===== src/rtl/multi_channel_timer_if.sv =====
// multi_channel_timer_if: control/status bundle between register decode and the timer
interface multi_channel_timer_if #(
  parameter int N_CH  = 4,
  parameter int WIDTH = 16,
  parameter int PSC_W = 8
);
  logic [PSC_W-1:0]      prescale;
  logic [N_CH-1:0]       start;
  logic [N_CH-1:0]       stop;
  logic [N_CH-1:0]       mode;
  logic [N_CH*WIDTH-1:0] period;
  logic [N_CH-1:0]       irq_clr;
  logic [N_CH*WIDTH-1:0] counter;
  logic [N_CH-1:0]       running;
  logic [N_CH-1:0]       irq_pending;
  logic [N_CH-1:0]       overrun;
  logic                  irq;
  modport master (
    output prescale, start, stop, mode, period, irq_clr,
    input  counter, running, irq_pending, overrun, irq
  );
  modport slave (
    input  prescale, start, stop, mode, period, irq_clr,
    output counter, running, irq_pending, overrun, irq
  );
endinterface


===== src/rtl/multi_channel_timer.sv =====
// multi_channel_timer: N-channel one-shot/periodic timer with shared prescaler and sticky irqs
module multi_channel_timer #(
  parameter int N_CH  = 4,
  parameter int WIDTH = 16,
  parameter int PSC_W = 8
) (
  input logic clk,
  input logic rst,
  multi_channel_timer_if.slave bus
);
  logic [PSC_W-1:0] r_pc;
  logic             w_tick;
  logic [N_CH-1:0]  w_pend;
  logic             r_irq;
  // >= lets a lowered prescale take effect immediately instead of after a wrap
  assign w_tick = r_pc >= bus.prescale;
  // free-running prescaler shared by all channels
  always_ff @(posedge clk)
    if (!rst) r_pc <= '0;
    else r_pc <= w_tick ? '0 : r_pc + PSC_W'(1);
  for (genvar i = 0; i < N_CH; i++) begin : g_ch
    logic [WIDTH-1:0] r_cnt;
    logic [WIDTH-1:0] r_per;
    logic             r_mode;
    logic             r_run;
    logic             r_pend;
    logic             r_ovr;
    logic             w_tc;
    // stop and start both pre-empt a terminal count on the same cycle
    assign w_tc = r_run && w_tick && (r_cnt == r_per) && !bus.stop[i] && !bus.start[i];
    // per-channel counter, shadow registers and sticky flags
    always_ff @(posedge clk)
      if (!rst) begin
        r_cnt  <= '0;
        r_per  <= '0;
        r_mode <= 1'b0;
        r_run  <= 1'b0;
        r_pend <= 1'b0;
        r_ovr  <= 1'b0;
      end else begin
        if (bus.stop[i]) r_run <= 1'b0;
        else if (bus.start[i]) begin
          r_run  <= 1'b1;
          r_cnt  <= '0;
          r_per  <= bus.period[i*WIDTH +: WIDTH];
          r_mode <= bus.mode[i];
        end else if (w_tc) begin
          r_run <= r_mode;
          if (r_mode) begin
            r_cnt  <= '0;
            r_per  <= bus.period[i*WIDTH +: WIDTH];
            r_mode <= bus.mode[i];
          end
        end else if (r_run && w_tick) r_cnt <= r_cnt + WIDTH'(1);
        r_pend <= w_tc | (r_pend & ~bus.irq_clr[i]);
        r_ovr  <= w_tc ? (r_ovr | (r_pend & ~bus.irq_clr[i])) : (r_ovr & ~bus.irq_clr[i]);
      end
    assign bus.counter[i*WIDTH +: WIDTH] = r_cnt;
    assign bus.running[i]                = r_run;
    assign bus.overrun[i]                = r_ovr;
    assign w_pend[i]                     = r_pend;
  end
  // combined interrupt, registered so it lags the pending flags by one cycle
  always_ff @(posedge clk)
    if (!rst) r_irq <= 1'b0;
    else r_irq <= |w_pend;
  assign bus.irq_pending = w_pend;
  assign bus.irq         = r_irq;
endmodule


===== src/flat_wrapper.sv =====
// flat-port wrapper written by rule: the top's interface ports become plain ports
module multi_channel_timer_flat 
#(
  parameter int N_CH  = 4,
  parameter int WIDTH = 16,
  parameter int PSC_W = 8
)
  (clk, rst, bus_prescale, bus_start, bus_stop, bus_mode, bus_period, bus_irq_clr, bus_counter, bus_running, bus_irq_pending, bus_overrun, bus_irq);
  multi_channel_timer_if #(.N_CH(N_CH), .WIDTH(WIDTH), .PSC_W(PSC_W)) bus_i ();
  input logic clk;
  input logic rst;
  input wire logic [$bits(bus_i.prescale)-1:0] bus_prescale;
  input wire logic [$bits(bus_i.start)-1:0] bus_start;
  input wire logic [$bits(bus_i.stop)-1:0] bus_stop;
  input wire logic [$bits(bus_i.mode)-1:0] bus_mode;
  input wire logic [$bits(bus_i.period)-1:0] bus_period;
  input wire logic [$bits(bus_i.irq_clr)-1:0] bus_irq_clr;
  output wire logic [$bits(bus_i.counter)-1:0] bus_counter;
  output wire logic [$bits(bus_i.running)-1:0] bus_running;
  output wire logic [$bits(bus_i.irq_pending)-1:0] bus_irq_pending;
  output wire logic [$bits(bus_i.overrun)-1:0] bus_overrun;
  output wire logic [$bits(bus_i.irq)-1:0] bus_irq;
  assign bus_i.prescale = bus_prescale;
  assign bus_i.start = bus_start;
  assign bus_i.stop = bus_stop;
  assign bus_i.mode = bus_mode;
  assign bus_i.period = bus_period;
  assign bus_i.irq_clr = bus_irq_clr;
  assign bus_counter = bus_i.counter;
  assign bus_running = bus_i.running;
  assign bus_irq_pending = bus_i.irq_pending;
  assign bus_overrun = bus_i.overrun;
  assign bus_irq = bus_i.irq;
  multi_channel_timer #(.N_CH(N_CH), .WIDTH(WIDTH), .PSC_W(PSC_W)) u_core (.clk(clk), .rst(rst), .bus(bus_i));
endmodule

===== config.mk =====
export PLATFORM = sky130hd
export DESIGN_NAME = multi_channel_timer_flat
export DESIGN_NICKNAME = d
export VERILOG_FILES = /design/src/rtl/multi_channel_timer_if.sv /design/src/rtl/multi_channel_timer.sv /design/src/flat_wrapper.sv
export SDC_FILE = /design/constraint.sdc
export NUM_CORES = 1
export LEC_CHECK = 0
export ABC_CLOCK_PERIOD_IN_PS = 2900
export BUFFER_PORTS_ARGS = -buffer_cell sky130_fd_sc_hd__clkbuf_2
export CELL_PAD_IN_SITES_DETAIL_PLACEMENT = 1
export CELL_PAD_IN_SITES_GLOBAL_PLACEMENT = 1
export CORE_MARGIN = 2
export CORE_UTILIZATION = 41
export CTS_CLUSTER_DIAMETER = 100
export DETAILED_ROUTE_END_ITERATION = 7
export GPL_ROUTABILITY_DRIVEN = 0
export PLACE_DENSITY_LB_ADDON = 0.05
export SETUP_SLACK_MARGIN = 0.2
export SKIP_LAST_GASP = 1
export SYNTH_ARGS = -nofsm -noshare
export SYNTH_HDL_FRONTEND = slang
export SYNTH_SLANG_ARGS = --single-unit

===== constraint.sdc =====
create_clock -name clk -period 2.9 [get_ports clk]
set_input_delay 0.435 -clock clk [delete_from_list [all_inputs] [get_ports clk]]
set_output_delay 0.435 -clock clk [all_outputs]
set_load 0.02 [all_outputs]

==> qor.txt, run 1 <==
Combinational share of power - 9.4%
Final setup violation count - 0
CTS tree - yes
Fin crit share - 90.0%
Mean Syn Cell Area - 8.57 sq um
Post-route ant nets - 0
Clock latency on the worst-skew pair - 0.43 ns
Fin. Hold Viols - 0
Grt ovf - 0
Crit end category - register
Root buf cell - clkbuf_16
Hold depth - 3
DR WL met2 - 11.4 mm
GRT Util Overall - 23.9%
Hold slack - 0.224 ns
RSZ-0062 raised after global routing - yes
Internal power - 3600 uW
Post-Layout Inst Area - 9760 sq um
ANT cells - 0
Port Buffers - 166
Most used DFF post-synth - dfxtp_1
Largest net degree at the start of global routing - 53
Switching share of total power - 25.7%
Initial antenna violation count - 0
P_leak - 0.00422 uW
Estimated wirelength of the detail-placed design - 17.9 mm
Number of global-route vias before repair - 7339
First-pass GRT wire length - 38.5 mm
CORE AREA - 18800 sq um
Layout area overhead - 23.2%
Top sig layer - met4
Pre-Repair DR Iteration Count - 4
Die H - 143 um
Die X-Extent - 143 um
# clock sinks - 153
Setup tns final - 0 ns
Layout cell share with drive strength beyond 1 - 24.0%
R2R cell count - 8
Pins over their slew limit - 0
Met1 wire length - 11.8 mm
Flop pwr share - 45.4%
Metal3 WL - 673 um
Crit-path max FO - 16
Via count - 7316
Max Cap Viol - 0
Post-CTS Setup Repair Bufs - 0
Max Fclk - 0.383 GHz
FF+latch count, synth - 153
Fin crit period - 2.61 ns
Number of synthesized flops with an enable pin - 0
Clk_skew - 0.0117 ns
Clock network fraction of design power - 45.3%
Initial Util - 42.1%
Net Count, Synth - 1028
Cts bufs inserted - 17
Io pins - 167
Kind of critical path - reg -> reg
Die area - 20500 sq um
Final wirelength - 24.1 mm
Placed cells - 1339
CTS H-Tree Depth - 4
Status - finished clean
CP Launch Type - register
Psw - 1250 uW
Max_slew headroom - 52.4%
Slew @ Worst Pin - 0.712 ns
Peak VDD IR - 0.368 mV
Final cell count without fillers - 1371
Drt drc - 0
Reg clk slew, reported paths - 0.07 ns
Sequential area share after synthesis - 38.6%
Mapped Cells - 925
Total power - 4850 uW
FFs w/ async S/R, synth - 0%
Critical path arrival - 2.96 ns
Worst Hold Class - in -> reg
Synth Warn # - 0
Drt wl/cell - 17.6 um
Hold Buf Count CTS - 0
PwrDens - 497 nW/um^2
CP required - 3.25 ns
CTS Buffer Depth - 2
Iteration-0 DRC count of the detailed router - 385
Std cell rows - 50
Placed Area - 9130 sq um
Via-per-instance ratio - 5.34
Synth unique cells - 62
Cell Area, Synth - 7930 sq um
NumNets Final - 1201
## power by group through the flow
stage	clock, uW	sequential, uW	combinational, uW
finish	2190	2200	454
global route	2360	2210	502
CTS	2240	2200	453
detailed placement	0	2250	449
global placement	0	2250	441
floorplan	0	2230	292
## worst max-delay path: stages, from the launching register on
cell and delay, ns:
dfxtp_1 0.33, ha_1 0.37, nand4_1 0.12, nor2_1 0.26, a221o_1 0.25, buf_4 0.22, a41oi_1 0.18, nor2_4 0.54
mux2i_1 0.26
## kinds of logic after synthesis
group	count (synthesis)	synth area share, %
AND/OR/NAND/NOR	376	23.4
AO/OA/AOI/OAI	149	14.0
flip-flops	153	38.6
multiplexers	66	8.34
XOR/XNOR	70	7.74
buffers and inverters	98	5.78
adder cells (fa/ha/maj)	13	2.05
## flip-flops by register name (all words and copies together), names as in the netlist
name,cells
u_core.g_ch.r_per,64
u_core.r_pc,8
u_core.g_ch.r_run,4
u_core.g_ch.r_cnt,64
u_core.g_ch.r_ovr,4
u_core.g_ch.r_mode,4
u_core.g_ch.r_pend,4
u_core.bus.irq,1
## stage by stage
| stage | setup slack, ns | util, % |
|---|---|---|
| finish | 0.291 | 51.9 |
| global route | 0.0983 | 51.9 |
| CTS | 0.202 | 51.6 |
| detailed placement | 0.0131 | 48.5 |
| global placement | 0.0857 | 48.5 |
| floorplan | 0.390 | - |
## what timing repair did
item                                    4_1_cts  5_1_grt
gates resized for setup                       1        8
endpoints found under the hold margin         0        0
gates cloned                                  0        0
endpoints found under the setup margin        3       38
## routing by layer
layer	GRT usage [%]	up-vias
li1	-	3653
met1	32.5	3531
met2	38.9	112
met3	4.23	20
met4	6.72	0
met5	0	-
## worst paths after layout
kind / from / endpoint / slack, ns
hold reg to reg: u_core.g_ch[0].r_per[5] / u_core.g_ch[0].r_per[5] / 0.47
hold / removal: bus_period[41] / u_core.g_ch[2].r_per[9] / 0.22
setup / recovery: u_core.r_pc[7] / u_core.g_ch[2].r_per[11] / 0.29
setup reg to reg: u_core.r_pc[7] / u_core.g_ch[2].r_per[11] / 0.29
## cell usage after synthesis, types with 7 or more instances
cell,instances,area [sq um]
dfxtp_1,153,3060
nand2_1,112,420
nor2_1,84,315
mux2i_1,66,661
xor2_1,45,394
inv_1,43,161
nand3_1,37,185
nand4_1,26,163
and3_1,25,156
xnor2_1,25,219
a21oi_1,24,120
clkbuf_1,24,90.1
or3_1,23,144
o21ai_0,22,110
a31oi_1,19,119
o211ai_1,17,128
buf_4,16,120
nor3_1,16,80.1
nor4_1,15,93.8
nand2b_1,14,87.6
ha_1,13,163
a221o_1,12,120
buf_2,11,55.1
a311oi_1,10,87.6
a41oi_1,7,61.3
## final cells by class
class | instances | area (sq um)
timing repair buffer | 209 | 1170
fill | 2284 | 9070
tap | 260 | 325
clock inverter | 12 | 114
clock buffer | 20 | 467
multi-input combinational | 674 | 4470
inverter | 43 | 161
sequential | 153 | 3060
## placed cells by master (no fill, tap or decap), types with 3 or more instances in the layout
cell,count
dfxtp_1,153
a41oi_1,7
o21ai_1,3
inv_6,3
nand2b_1,14
and3_1,25
clkbuf_2,165
a211oi_1,5
clkbuf_16,17
clkbuf_8,3
nand4_1,26
o21a_1,4
a31oi_1,19
a311oi_1,9
nor2b_1,4
inv_1,42
xor2_1,45
or2_2,6
clkinvlp_4,4
o211ai_1,17
nor4_1,15
ha_1,13
mux2i_1,66
a221o_1,12
a21oi_1,24
xnor2_1,25
nand2_1,111
nor2_1,83
nor4_2,3
nor3_1,14
buf_4,43
nand3_1,37
or3_1,23
o21ai_0,22
Note: power is estimated with default switching activity, not from simulation.
==> inputs of run 2 (changes only) <==
==> constraint.sdc (replaced) <==
create_clock -name clk -period 2.9 [get_ports clk]
set_input_delay 0.435 -clock clk [delete_from_list [all_inputs] [get_ports clk]]
set_output_delay 0.435 -clock clk [all_outputs]
set_load 0.1 [all_outputs]
==> qor.txt, run 2 (same netlist as run 1, synthesis figures left out) <==
M2 GR Usage - 39.0%
Post-route ant nets - 0
Busiest layer in global routing - met2
Max Cap Viol - 0
Reg2Reg Setup Slack - 0.40 ns
Fin crit share - 86.2%
Crit end category - register
Critical path arrival - 2.82 ns
CP required - 3.22 ns
Via-per-instance ratio - 5.40
NumNets Final - 1189
Max Fclk - 0.400 GHz
Iteration-0 DRC count of the detailed router - 328
Most common cell after layout, fill and taps aside - clkbuf_2
Worst Hold End - u_core.g_ch[2].r_per[10]
Max_slew headroom - 57.2%
R2R cell count - 9
Layout cell share with drive strength beyond 1 - 25.5%
ANT cells - 0
GRT Util Overall - 23.7%
Estimated wirelength of the detail-placed design - 17.3 mm
Setup tns final - 0 ns
Port Buffers - 166
Reg clk slew, reported paths - 0.07 ns
Post-Layout Inst Area - 9680 sq um
Hold slack - 0.221 ns
Pins over their slew limit - 0
Final setup violation count - 0
CTS Buffer Depth - 2
Pre-Repair DR Iteration Count - 4
Clk_skew - 0.0145 ns
Slew @ Worst Pin - 0.637 ns
Kind of critical path - reg -> reg
Io pins - 167
Placed Area - 9030 sq um
Initial antenna violation count - 0
Die H - 143 um
Grt ovf - 0
Status - finished clean
Die area - 20500 sq um
CP max stage delay - 0.40 ns
Peak VDD IR - 0.407 mV
Drt wl/cell - 17.5 um
Layout area overhead - 22.1%
Worst path slowest cell - dfxtp_1
Largest net degree at the start of global routing - 62
HP Start - bus_period[42]
Final wirelength - 23.8 mm
Worst Hold Class - in -> reg
Final core occ - 51.4%
CTS H-Tree Depth - 4
Hold depth - 3
RSZ-0062 raised after global routing - no
# clock sinks - 153
Met1 GRT Util - 32.0%
Fin crit period - 2.50 ns
PwrDens - 505 nW/um^2
GR met3 Demand/Resource - 4.26%
Reg-to-Reg End - u_core.g_ch[2].r_cnt[11]
Drt drc - 0
CORE AREA - 18800 sq um
First-pass GRT wire length - 38.1 mm
Via count - 7341
Reg2Reg Launch Point - u_core.r_pc[0]
Commonest cells after routing, fill and taps aside - clkbuf_2 (165), dfxtp_1 (124), nand2_1 (111), nor2_1 (83), mux2i_1 (66)
Clock latency on the worst-skew pair - 0.43 ns
Die X-Extent - 143 um
Root buf cell - clkbuf_16
Fin. Hold Viols - 0
P_leak - 0.00416 uW
Initial Util - 42.1%
Number of global-route vias before repair - 7240
CP cell instances - inv_1 > ha_1 > nor3b_1 > o21ai_1 > a221oi_2 > buf_4 > a2111o_1 > nand2_2 > a311oi_1
Crit-path max FO - 13
Cts bufs inserted - 17
Std cell rows - 50
CP Launch Type - register
Top Registers - u_core.g_ch.r_cnt (64), u_core.g_ch.r_per (64), u_core.r_pc (8)
CTS tree - yes
[run 2: critical path: cells and delay by family, from the launching register on]
family | cells | cell delay [ns]
flip-flops | 1 | 0.40
adder cells (fa/ha/maj) | 1 | 0.27
AO/OA/AOI/OAI | 4 | 0.98
AND/OR/NAND/NOR | 2 | 0.41
buffers and inverters | 2 | 0.34
[run 2: cell type report]
cell class | count | area [sq um]
fill | 2292 | 9150
timing repair buffer | 197 | 1090
clock inverter | 12 | 125
multi-input combinational | 674 | 4420
clock buffer | 20 | 457
sequential | 153 | 3100
inverter | 43 | 161
tap | 260 | 325
[run 2: what timing repair did]
item | in CTS | in global routing
setup buffers | 0 | 6
gates resized for setup | 0 | 3
endpoints found under the setup margin | 0 | 42
hold buffers | 0 | 0
[run 2: worst max path at each step]
| stage | slack (ns) | endpoint | start | depth (start not counted) |
|---|---|---|---|---|
| 2_1_floorplan | 0.20 | u_core.g_ch[2].r_per[10] | u_core.g_ch[2].r_cnt[3] | 7 |
| 3_3_place_gp | 0.20 | u_core.g_ch[2].r_cnt[6] | bus_prescale[5] | 10 |
| 3_5_place_dp | 0.11 | u_core.g_ch[2].r_cnt[12] | bus_prescale[5] | 10 |
| 4_1_cts | 0.22 | u_core.g_ch[2].r_cnt[11] | u_core.r_pc[5] | 8 |
| 5_1_grt | 0.21 | u_core.g_ch[2].r_cnt[10] | u_core.r_pc[0] | 10 |
| 6_report | 0.40 | u_core.g_ch[2].r_cnt[11] | u_core.r_pc[0] | 9 |
[run 2: where the power goes]
group / internal (uW) / total (uW) / switching (uW)
clock: 1310 / 2230 / 921
sequential: 2160 / 2200 / 46.0
combinational: 190 / 463 / 273
total: 3650 / 4890 / 1240
[run 2: routing by layer]
| metal | routed length [um] | share of wire, % | vias up |
|---|---|---|---|
| met5 | 0 | 0 | - |
| met4 | 214 | 0.90 | 0 |
| met3 | 842 | 3.5 | 18 |
| met2 | 11500 | 49 | 127 |
| met1 | 11200 | 47 | 3576 |
| li1 | - | - | 3620 |
[run 2: through the flow]
stage | std cells | power [uW] | worst slack, ns
3_5_place_dp | 1321 | 2710 | 0.115
3_3_place_gp | 1321 | 2700 | 0.197
2_1_floorplan | 925 | 2540 | 0.201
5_1_grt | 1359 | 5100 | 0.210
6_report | 1359 | 4890 | 0.400
4_1_cts | 1353 | 4940 | 0.222
==> inputs of run 3 (changes only) <==
- CELL_PAD_IN_SITES_DETAIL_PLACEMENT: 1 -> unset
- CELL_PAD_IN_SITES_GLOBAL_PLACEMENT: 1 -> unset
- CORE_MARGIN: 2 -> unset
- CORE_UTILIZATION: 41 -> 50
==> qor.txt, run 3 (same netlist as run 1, synthesis figures left out) <==
Status - finished clean
Most common cell after layout, fill and taps aside - clkbuf_2
Grt ovf - 0
Drt wl/cell - 15.8 um
Fin crit share - 86.7%
Peak VDD IR - 0.462 mV
Largest net degree at the start of global routing - 57
CTS H-Tree Depth - 4
Io pins - 167
Fillers - 1390
Top Registers - u_core.g_ch.r_cnt (64), u_core.g_ch.r_per (64), u_core.r_pc (8)
ANT cells - 0
Port Buffers - 166
Fin. Hold Viols - 0
Initial antenna violation count - 0
Reg-to-Reg End - u_core.g_ch[2].r_cnt[5]
RSZ-0062 raised after global routing - no
GR met3 Demand/Resource - 5.51%
Layout cell share with drive strength beyond 1 - 24.8%
Worst path slowest cell - dfxtp_1
Max Cap Viol - 0
Fin crit period - 2.51 ns
CTS tree - yes
CTS Buffer Depth - 2
GRT Util Overall - 25.8%
Via count - 7170
Clk_skew - 0.00732 ns
CORE AREA - 15300 sq um
Number of global-route vias before repair - 6573
Die H - 128 um
Die area - 16400 sq um
Final setup violation count - 0
Commonest cells after routing, fill and taps aside - clkbuf_2 (165), dfxtp_1 (124), nand2_1 (111), nor2_1 (83), mux2i_1 (66)
Iteration-0 DRC count of the detailed router - 589
Worst Setup EP - u_core.g_ch[2].r_cnt[5]
# clock sinks - 153
Final core occ - 62.6%
Clock latency on the worst-skew pair - 0.42 ns
Pins over their slew limit - 0
CP max stage delay - 0.40 ns
Critical Path Source - u_core.r_pc[5]
Critical path arrival - 2.83 ns
Hold slack - 0.239 ns
Setup tns final - 0 ns
Multi-input combinational cell area - 4440 sq um
Reg clk slew, reported paths - 0.06 ns
Crit-path max FO - 14
Drt drc - 0
CP required - 3.22 ns
M2 GR Usage - 41.4%
Worst Hold Class - in -> reg
Pre-Repair DR Iteration Count - 6
Reg2Reg Launch Point - u_core.r_pc[5]
Busiest layer in global routing - met2
Max Fclk - 0.398 GHz
Initial Util - 51.7%
Estimated wirelength of the detail-placed design - 14.4 mm
Crit end category - register
R2R cell count - 9
Slew @ Worst Pin - 0.713 ns
Final wirelength - 20.6 mm
Die X-Extent - 128 um
Layout area overhead - 20.9%
P_leak - 0.00415 uW
Root buf cell - clkbuf_16
Max_slew headroom - 52.4%
NumNets Final - 1180
PwrDens - 514 nW/um^2
Cts bufs inserted - 17
Met1 GRT Util - 35.3%
Via-per-instance ratio - 5.52
First-pass GRT wire length - 33.5 mm
Hold Buf Count CTS - 0
CP Launch Type - register
CP cell instances - ha_1 > a21o_1 > a21o_1 > a221o_1 > buf_4 > a41oi_2 > buf_6 > o21ai_0 > a311oi_1
Most frequent CP cell - a21o_1
Std cell rows - 45
Seq. cell area - 3100 sq um
Post-route ant nets - 0
Kind of critical path - reg -> reg
Reg2Reg Setup Slack - 0.39 ns
run 3: layout make-up:
type	count	share of cell area [%]
multi-input combinational	674	46.3
sequential	153	32.3
timing repair buffer	188	10.7
clock buffer	21	4.91
tap	211	2.75
inverter	43	1.68
clock inverter	9	1.28
run 3: per-layer routing:
metal  vias up  part of all wire [%]
met1      3355                    47
met4         0                   1.2
li1       3603                     -
met5         -                     0
met2       196                    46
met3        16                   5.2
run 3: power by group:
part           leakage (uW)  internal [uW]  switching [uW]  total [uW]
clock              0.000294           1410             862        2270
sequential          0.00126           2160            43.1        2200
combinational       0.00260            189             270         458
total               0.00415           3750            1170        4930
run 3: worst min path at each step:
stage / start / to / slack [ns] / depth (start not counted)
2_1_floorplan: u_core.r_pc[0] / u_core.r_pc[0] / 0.44 / 1
3_3_place_gp: u_core.g_ch[0].r_per[14] / u_core.g_ch[0].r_per[14] / 0.45 / 2
3_5_place_dp: u_core.g_ch[2].r_per[13] / u_core.g_ch[2].r_per[13] / 0.46 / 2
4_1_cts: bus_period[46] / u_core.g_ch[2].r_per[14] / 0.23 / 3
5_1_grt: bus_period[40] / u_core.g_ch[2].r_per[8] / 0.23 / 3
6_report: bus_period[44] / u_core.g_ch[2].r_per[12] / 0.24 / 3
run 3: worst max-delay path: cells and delay by family (launching register included):
kind | cells | cell delay [ns]
AO/OA/AOI/OAI | 6 | 1.35
buffers and inverters | 2 | 0.40
flip-flops | 1 | 0.40
adder cells (fa/ha/maj) | 1 | 0.27
run 3: what timing repair did:
item | 4_1_cts | 5_1_grt
setup buffers | 0 | 2
endpoints found under the setup margin | 2 | 39
endpoints found under the hold margin | 0 | 0
pin swaps | 0 | 1
cloned | 0 | 0
resized for setup | 1 | 5
run 3: stage by stage:
| step | cells | cell area [sq um] | worst slack, ns | total power, uW |
|---|---|---|---|---|
| detailed placement | 1267 | 8930 | 0.126 | 2690 |
| CTS | 1297 | 9530 | 0.269 | 4950 |
| global route | 1299 | 9580 | 0.207 | 5090 |
| floorplan | 925 | 7960 | 0.201 | 2540 |
| finish | 1299 | 9580 | 0.386 | 4930 |
| global placement | 1267 | 8930 | 0.137 | 2690 |
